File: config.mk
export PLATFORM = sky130hd
export DESIGN_NAME = mem_arbiter
export DESIGN_NICKNAME = d
export VERILOG_FILES = /design/src/rtl/mem_arbiter.sv
export SDC_FILE = /design/constraint.sdc
export NUM_CORES = 1
export LEC_CHECK = 0
export ABC_CLOCK_PERIOD_IN_PS = 3240
export CORE_MARGIN = 1.5
export CORE_UTILIZATION = 46
export DETAILED_ROUTE_END_ITERATION = 10
export GPL_TIMING_DRIVEN = 0
export PLACE_DENSITY_LB_ADDON = 0.08
export REMOVE_ABC_BUFFERS = 1
export SETUP_SLACK_MARGIN = 0.02
export SYNTH_ARGS = -nofsm -noshare
export SYNTH_HDL_FRONTEND = slang
export SYNTH_SLANG_ARGS = --single-unit
File: constraint.sdc
create_clock -name clk_in -period 3.24 [get_ports clk_in]
set_clock_uncertainty 0.1 [all_clocks]
set_input_delay 0.486 -clock clk_in [delete_from_list [all_inputs] [get_ports clk_in]]
set_output_delay 0.486 -clock clk_in [all_outputs]
set_load 0.1 [all_outputs]
File: src/rtl/mem_arbiter.sv
// mem_arbiter
//   Shares the byte-serial RAM port between instruction fetch (icache miss path) and the
//   load/store unit. Arbitrates between the two requesters, then sequences a 1..4 byte
//   transfer one byte per cycle. Read bytes are assembled little-endian and returned with a
//   one-cycle done pulse. Stores towards the IO window back off while the IO write buffer is
//   full, and a branch flush abandons an in-flight fetch.
//
// Ports
//   clk_in, rst_n_in      clock, synchronous active-low reset
//   rdy_in                global enable; low freezes every register
//   if_*                  fetch request (addr, bytes-1), grant pulse, done pulse, read word
//   ls_*                  load/store request (wr, addr, bytes-1, store data), grant, done, load word
//   mem_din/mem_dout      RAM read byte (valid one cycle after address) / write byte
//   mem_a_out, mem_wr_out RAM byte address and write strobe
//   io_buffer_full_in     IO write buffer full; stalls store bytes at or above the IO base
//   clear_branch_in       misprediction flush; kills fetch acceptance and in-flight fetches
module mem_arbiter #(
    parameter int unsigned ADDR_WIDTH = 32,
    parameter int unsigned DATA_WIDTH = 32
) (
    input  logic                  clk_in,
    input  logic                  rst_n_in,
    input  logic                  rdy_in,
    // Instruction fetch port
    input  logic                  if_req_in,
    input  logic [ADDR_WIDTH-1:0] if_addr_in,
    input  logic [1:0]            if_offset_in,
    output logic                  if_grant_out,
    output logic                  if_done_out,
    output logic [DATA_WIDTH-1:0] if_data_out,
    // Load/store port
    input  logic                  ls_req_in,
    input  logic                  ls_wr_in,
    input  logic [ADDR_WIDTH-1:0] ls_addr_in,
    input  logic [1:0]            ls_offset_in,
    input  logic [DATA_WIDTH-1:0] ls_data_in,
    output logic                  ls_grant_out,
    output logic                  ls_done_out,
    output logic [DATA_WIDTH-1:0] ls_data_out,
    // RAM port
    input  logic [7:0]            mem_din,
    output logic [7:0]            mem_dout,
    output logic [ADDR_WIDTH-1:0] mem_a_out,
    output logic                  mem_wr_out,
    // Side-band
    input  logic                  io_buffer_full_in,
    input  logic                  clear_branch_in
);

    // Start of the memory-mapped IO window; store bytes here are subject to backpressure.
    localparam logic [ADDR_WIDTH-1:0] IoBase = ADDR_WIDTH'(32'h0003_0000);

    localparam logic ServedIf = 1'b0;
    localparam logic ServedLs = 1'b1;

    typedef enum logic [1:0] {
        StIdle,
        StIfRead,
        StLsRead,
        StLsWrite
    } state_e;

    state_e                state_q;
    logic [ADDR_WIDTH-1:0] addr_q;
    logic [2:0]            n_q;     // transfer length in bytes (1..4)
    logic [2:0]            cnt_q;   // bytes whose address has been issued
    logic [DATA_WIDTH-1:0] word_q;  // store data, or read bytes assembled so far
    logic                  last_served_q;

    logic                  if_grant_q;
    logic                  if_done_q;
    logic [DATA_WIDTH-1:0] if_data_q;
    logic                  ls_grant_q;
    logic                  ls_done_q;
    logic [DATA_WIDTH-1:0] ls_data_q;
    logic [ADDR_WIDTH-1:0] mem_a_q;
    logic [7:0]            mem_dout_q;
    logic                  mem_wr_q;

    logic [ADDR_WIDTH-1:0] next_addr;
    logic [2:0]            cap_cnt;
    logic [1:0]            cap_idx;
    logic [1:0]            wr_idx;
    logic                  io_stall;
    logic                  if_cand;
    logic                  ls_cand;
    logic                  pick_if;
    logic                  pick_ls;
    logic [DATA_WIDTH-1:0] rd_word;

    assign next_addr = addr_q + ADDR_WIDTH'(cnt_q);
    assign wr_idx    = cnt_q[1:0];
    // The byte arriving on mem_din belongs to the address issued one edge earlier.
    assign cap_cnt   = cnt_q - 3'd1;
    assign cap_idx   = cap_cnt[1:0];
    assign io_stall  = io_buffer_full_in && (next_addr >= IoBase);

    assign if_cand = if_req_in && !clear_branch_in;
    assign ls_cand = ls_req_in &&
                     !(ls_wr_in && io_buffer_full_in && (ls_addr_in >= IoBase));
    // On contention the port that was not served last wins.
    assign pick_ls = ls_cand && (!if_cand || (last_served_q == ServedIf));
    assign pick_if = if_cand && !pick_ls;

    always_comb begin
        rd_word = word_q;
        rd_word[{cap_idx, 3'b000} +: 8] = mem_din;
    end

    always_ff @(posedge clk_in) begin
        if (!rst_n_in) begin
            state_q       <= StIdle;
            addr_q        <= '0;
            n_q           <= '0;
            cnt_q         <= '0;
            word_q        <= '0;
            last_served_q <= ServedIf;
            if_grant_q    <= 1'b0;
            if_done_q     <= 1'b0;
            if_data_q     <= '0;
            ls_grant_q    <= 1'b0;
            ls_done_q     <= 1'b0;
            ls_data_q     <= '0;
            mem_a_q       <= '0;
            mem_dout_q    <= '0;
            mem_wr_q      <= 1'b0;
        end else if (rdy_in) begin
            if_grant_q <= 1'b0;
            if_done_q  <= 1'b0;
            ls_grant_q <= 1'b0;
            ls_done_q  <= 1'b0;

            unique case (state_q)
                StIdle: begin
                    mem_wr_q <= 1'b0;
                    if (pick_ls) begin
                        ls_grant_q    <= 1'b1;
                        last_served_q <= ServedLs;
                        addr_q        <= ls_addr_in;
                        n_q           <= {1'b0, ls_offset_in} + 3'd1;
                        cnt_q         <= 3'd1;
                        mem_a_q       <= ls_addr_in;
                        if (ls_wr_in) begin
                            state_q    <= StLsWrite;
                            word_q     <= ls_data_in;
                            mem_dout_q <= ls_data_in[7:0];
                            mem_wr_q   <= 1'b1;
                        end else begin
                            state_q <= StLsRead;
                            word_q  <= '0;
                        end
                    end else if (pick_if) begin
                        if_grant_q    <= 1'b1;
                        last_served_q <= ServedIf;
                        addr_q        <= if_addr_in;
                        n_q           <= {1'b0, if_offset_in} + 3'd1;
                        cnt_q         <= 3'd1;
                        mem_a_q       <= if_addr_in;
                        word_q        <= '0;
                        state_q       <= StIfRead;
                    end
                end

                StIfRead: begin
                    if (clear_branch_in) begin
                        state_q <= StIdle;
                    end else if (cnt_q == n_q) begin
                        if_data_q <= rd_word;
                        if_done_q <= 1'b1;
                        state_q   <= StIdle;
                    end else begin
                        word_q  <= rd_word;
                        mem_a_q <= next_addr;
                        cnt_q   <= cnt_q + 3'd1;
                    end
                end

                StLsRead: begin
                    if (cnt_q == n_q) begin
                        ls_data_q <= rd_word;
                        ls_done_q <= 1'b1;
                        state_q   <= StIdle;
                    end else begin
                        word_q  <= rd_word;
                        mem_a_q <= next_addr;
                        cnt_q   <= cnt_q + 3'd1;
                    end
                end

                StLsWrite: begin
                    if (cnt_q == n_q) begin
                        mem_wr_q  <= 1'b0;
                        ls_done_q <= 1'b1;
                        state_q   <= StIdle;
                    end else if (io_stall) begin
                        // Hold the counter; the same byte is retried next edge.
                        mem_wr_q <= 1'b0;
                    end else begin
                        mem_a_q    <= next_addr;
                        mem_dout_q <= word_q[{wr_idx, 3'b000} +: 8];
                        mem_wr_q   <= 1'b1;
                        cnt_q      <= cnt_q + 3'd1;
                    end
                end

                default: begin
                    state_q <= StIdle;
                end
            endcase
        end
    end

    assign if_grant_out = if_grant_q;
    assign if_done_out  = if_done_q;
    assign if_data_out  = if_data_q;
    assign ls_grant_out = ls_grant_q;
    assign ls_done_out  = ls_done_q;
    assign ls_data_out  = ls_data_q;
    assign mem_a_out    = mem_a_q;
    assign mem_dout     = mem_dout_q;
    assign mem_wr_out   = mem_wr_q;

endmodule

==> run summary <==
number of global-route vias before repair: 8,408
horizontal die dimension: 147 um
proportion of layout cells with a drive suffix above 1: 9.61%
slew of the pin with the lowest slew margin: 1.07 ns
clock tree sinks: 182
mean instance size in the synthesized netlist: 8.65 um^2
Overall Power: 6.75 mW
length of the first detailed-routing pass in iterations: 5
final setup violating endpoints: 0
latest clock arrival within the worst-skew pair: 0.44 ns
clock-pin slew on the worst setup and hold paths: 0.07 ns
number of antenna violations at the first check in global routing: 0
effective utilization at floorplan: 47.1%
pin count of the biggest net entering global routing: 85
Static Leakage: 5.34 nW
max cap viols: 0
data arrival time at the worst-slack endpoint: 3.42 ns
biggest area consumer among synthesized cells: sky130_fd_sc_hd__dfxtp_1
Synth cell types: 63
status: complete, no violations
synthesized netlist cell count: 1,110
number of nets in the final layout: 1,430
Async S/R FF share, synth: 0%
type of element launching the critical path: flop
end of the worst register-to-register path: cnt_q[2]$_SDFFE_PN0P_
DRC violation count after routing: 0
largest cells by area after synthesis: sky130_fd_sc_hd__dfxtp_1 38%, sky130_fd_sc_hd__mux2i_1 7.7%, sky130_fd_sc_hd__nand2_1 5.9%
final worst-path setup slack: 0.0669 ns
post-detailed-routing wire length: 28,400 um
number of input and output port buffers inserted: 224
worst-path fanout max: 8
post-synthesis to final-layout area growth: 36.4%
CTS tree: done
dominant register cell in the synthesized netlist: sky130_fd_sc_hd__dfxtp_1
number of buffers inserted for hold repair after clock tree synthesis: 0
post-synthesis sequential area ratio: 38.0%
number of vias per cell: 5.65
Period Utilization, post-route: 97.9%
ANT cells: 0
worst hold slack after final layout: 0.358 ns
Avg WL per Cell: 18.0 um
end point of the most critical hold path: mem_dout[6]$_SDFFE_PN0P_
r2r setup slk: 0.07 ns
number of CTS-inserted buffers: 17
Hold Path Stages: 2
number of enable-type register cells in the synthesized netlist: 0
grt total ovfl: 0
setup repair after global routing missed its margin: yes
worst min-delay path startpoint: mem_dout[6]$_SDFFE_PN0P_
count of routing violations after the opening detailed-route iteration: 606
Hold Vio Cnt, Final: 0
Top-Level Pins: 225
Max Clock Freq: 315 MHz
Max clock buf depth: 2
Core Region: 20,400 um^2
Filler Cells Inserted: 1,766
# H-tree levels: 4
number of placement rows: 52
Total Routing Usage GR: 25.9%
routability cong.: 0.840
via total after detailed routing: 8,940
Worst setup EP type: flop
total power density per cell area: 515 nW/um^2
FF-to-FF Start: cnt_q[0]$_SDFFE_PN0P_
number of nets with antenna violations after detailed routing: 0
number of flip-flops and latches in the synthesized netlist: 182
minimum clock period: 3.17 ns
worst-case vdd ir drop: 0.000427 V
worst slew margin relative to its limit: 28.7%
type of the most critical hold path: flop to flop
cells on worst reg2reg path: 11
portion of synthesized cell area occupied by the leading cell type: 38.0%
total count of max-transition violations in the final report: 0
sequential cell area: 3650 um^2
worst setup slack after placement: -1.33 ns
critical path required time: 3.49 ns
Setup CP Type: flop to flop
root buffer selected by CTS: sky130_fd_sc_hd__clkbuf_16
wire length of the first global-routing pass: 44,900 um
Die Span Y: 147 um
total of warnings raised by yosys: 0
area occupied by multi-input gates: 5700 um^2
post-DP HPWL: 19,400 um
die footprint: 21,700 um^2
netlist area before placement: 9600 um^2
metal layers:
layer	vias up	wire, um	track usage (%)	part of all wire (%)
li1	4376	-	-	-
met1	4200	12900	35.7	45
met2	327	12800	40.0	45
met3	37	2180	6.73	7.7
met4	0	550	7.50	1.9
met5	-	0	0	0
cells by family after synthesis:
family          after synthesis  share of synthesized area (%)
simple gates                428                           22.2
compound gates              250                           19.9
flops                       182                           38.0
buf+inv                     117                           4.95
mux                          85                           9.94
xor+xnor                     33                           3.01
fa+ha+maj                    15                           2.03
sequential cells by signal, summed over array words and instances (netlist names), 2 cells and up:
| register | flops |
|---|---|
| if_data_out | 32 |
| mem_dout | 8 |
| addr_q | 32 |
| cnt_q | 3 |
| mem_a_out | 32 |
| state_q | 2 |
| word_q | 32 |
| ls_data_out | 32 |
| n_q | 3 |
cell usage after synthesis, types with 6 or more instances:
cell type	number
sky130_fd_sc_hd__inv_1	20
sky130_fd_sc_hd__o21ai_0	17
sky130_fd_sc_hd__o311a_1	8
sky130_fd_sc_hd__a311oi_1	24
sky130_fd_sc_hd__mux4_2	8
sky130_fd_sc_hd__o211a_1	43
sky130_fd_sc_hd__xnor2_1	19
sky130_fd_sc_hd__nand4_1	12
sky130_fd_sc_hd__nor2b_1	34
sky130_fd_sc_hd__o211ai_1	30
sky130_fd_sc_hd__xor2_1	14
sky130_fd_sc_hd__nor2_1	108
sky130_fd_sc_hd__and4_1	6
sky130_fd_sc_hd__a21oi_1	46
sky130_fd_sc_hd__buf_1	14
sky130_fd_sc_hd__mux2i_1	74
sky130_fd_sc_hd__dfxtp_1	182
sky130_fd_sc_hd__nand2b_1	37
sky130_fd_sc_hd__clkbuf_1	73
sky130_fd_sc_hd__ha_1	14
sky130_fd_sc_hd__nand4b_1	24
sky130_fd_sc_hd__nor3_1	13
sky130_fd_sc_hd__nand2_1	151
sky130_fd_sc_hd__a211oi_1	58
sky130_fd_sc_hd__nand3_1	17
sky130_fd_sc_hd__and3_1	6
repair_timing:
item,in CTS,in global routing
pin swaps,6,8
endpoints found under the setup margin,161,55
gates resized for setup,21,18
cloned,0,2
setup buffers,12,13
power breakdown:
| group | switching, mW | leakage (nW) | internal, mW |
|---|---|---|---|
| sequential | 0.146 | 1.49 | 2.42 |
| clock | 0.951 | 0.277 | 1.11 |
| combinational | 1.36 | 3.58 | 0.764 |
| total | 2.45 | 5.34 | 4.30 |
through the flow:
step	area, um^2	util [%]	TNS [ns]	cells
finish	13100	64.3	0	1581
global route	13100	64.3	-0.444	1581
CTS	12900	63.2	0	1566
detailed placement	12100	59.5	-116.62	1523
global placement	11800	57.9	-1190.02	1508
floorplan	9200	-	-469.50	1014
layout make-up:
type,instances,area share (%)
clock buffer,19,3.46
clock inverter,12,0.889
inverter,21,0.621
multi-input combinational,812,43.5
sequential,182,27.9
tap,270,2.58
timing repair buffer,265,21.0
worst max path at each step:
stage                                      from                    endpoint  slack, ns  cells after the start
after floorplan                  ls_addr_in[29]    mem_dout[0]$_SDFFE_PN0P_      -4.93                      7
after global placement                 ls_wr_in    mem_dout[2]$_SDFFE_PN0P_     -10.62                      8
after detailed placement               ls_wr_in    mem_dout[2]$_SDFFE_PN0P_      -1.33                      8
after CTS                 cnt_q[2]$_SDFFE_PN0P_       cnt_q[2]$_SDFFE_PN0P_       0.04                     10
after global routing      cnt_q[2]$_SDFFE_PN0P_  mem_a_out[16]$_SDFFE_PN0P_      -0.05                     11
final                     cnt_q[0]$_SDFFE_PN0P_       cnt_q[2]$_SDFFE_PN0P_       0.07                     11
cells in the final DEF (no fill, tap or decap), drive strengths merged, types with 20 or more instances in the layout:
cell type,count
clkdlybuf4s50,222
inv,27
a311oi,24
nand2,151
mux2i,74
nor2,109
nand4b,24
o211a,43
clkbuf,20
dfxtp,182
nand2b,37
nor2b,34
a211oi,58
a21oi,46
o211ai,30
buf,41
critical path, stage by stage (launching register included):
cell and delay, ns:
sky130_fd_sc_hd__dfxtp_4 0.36, sky130_fd_sc_hd__ha_4 0.17, sky130_fd_sc_hd__fa_2 0.36, sky130_fd_sc_hd__a21oi_4 0.25
sky130_fd_sc_hd__nor4_4 0.08, sky130_fd_sc_hd__a211o_1 0.30, sky130_fd_sc_hd__a211o_1 0.28, sky130_fd_sc_hd__a221oi_2 0.36
sky130_fd_sc_hd__a31oi_4 0.16, sky130_fd_sc_hd__nand2b_4 0.24, sky130_fd_sc_hd__buf_12 0.20, sky130_fd_sc_hd__o31ai_4 0.21
Note: power is estimated with default switching activity, not from simulation.
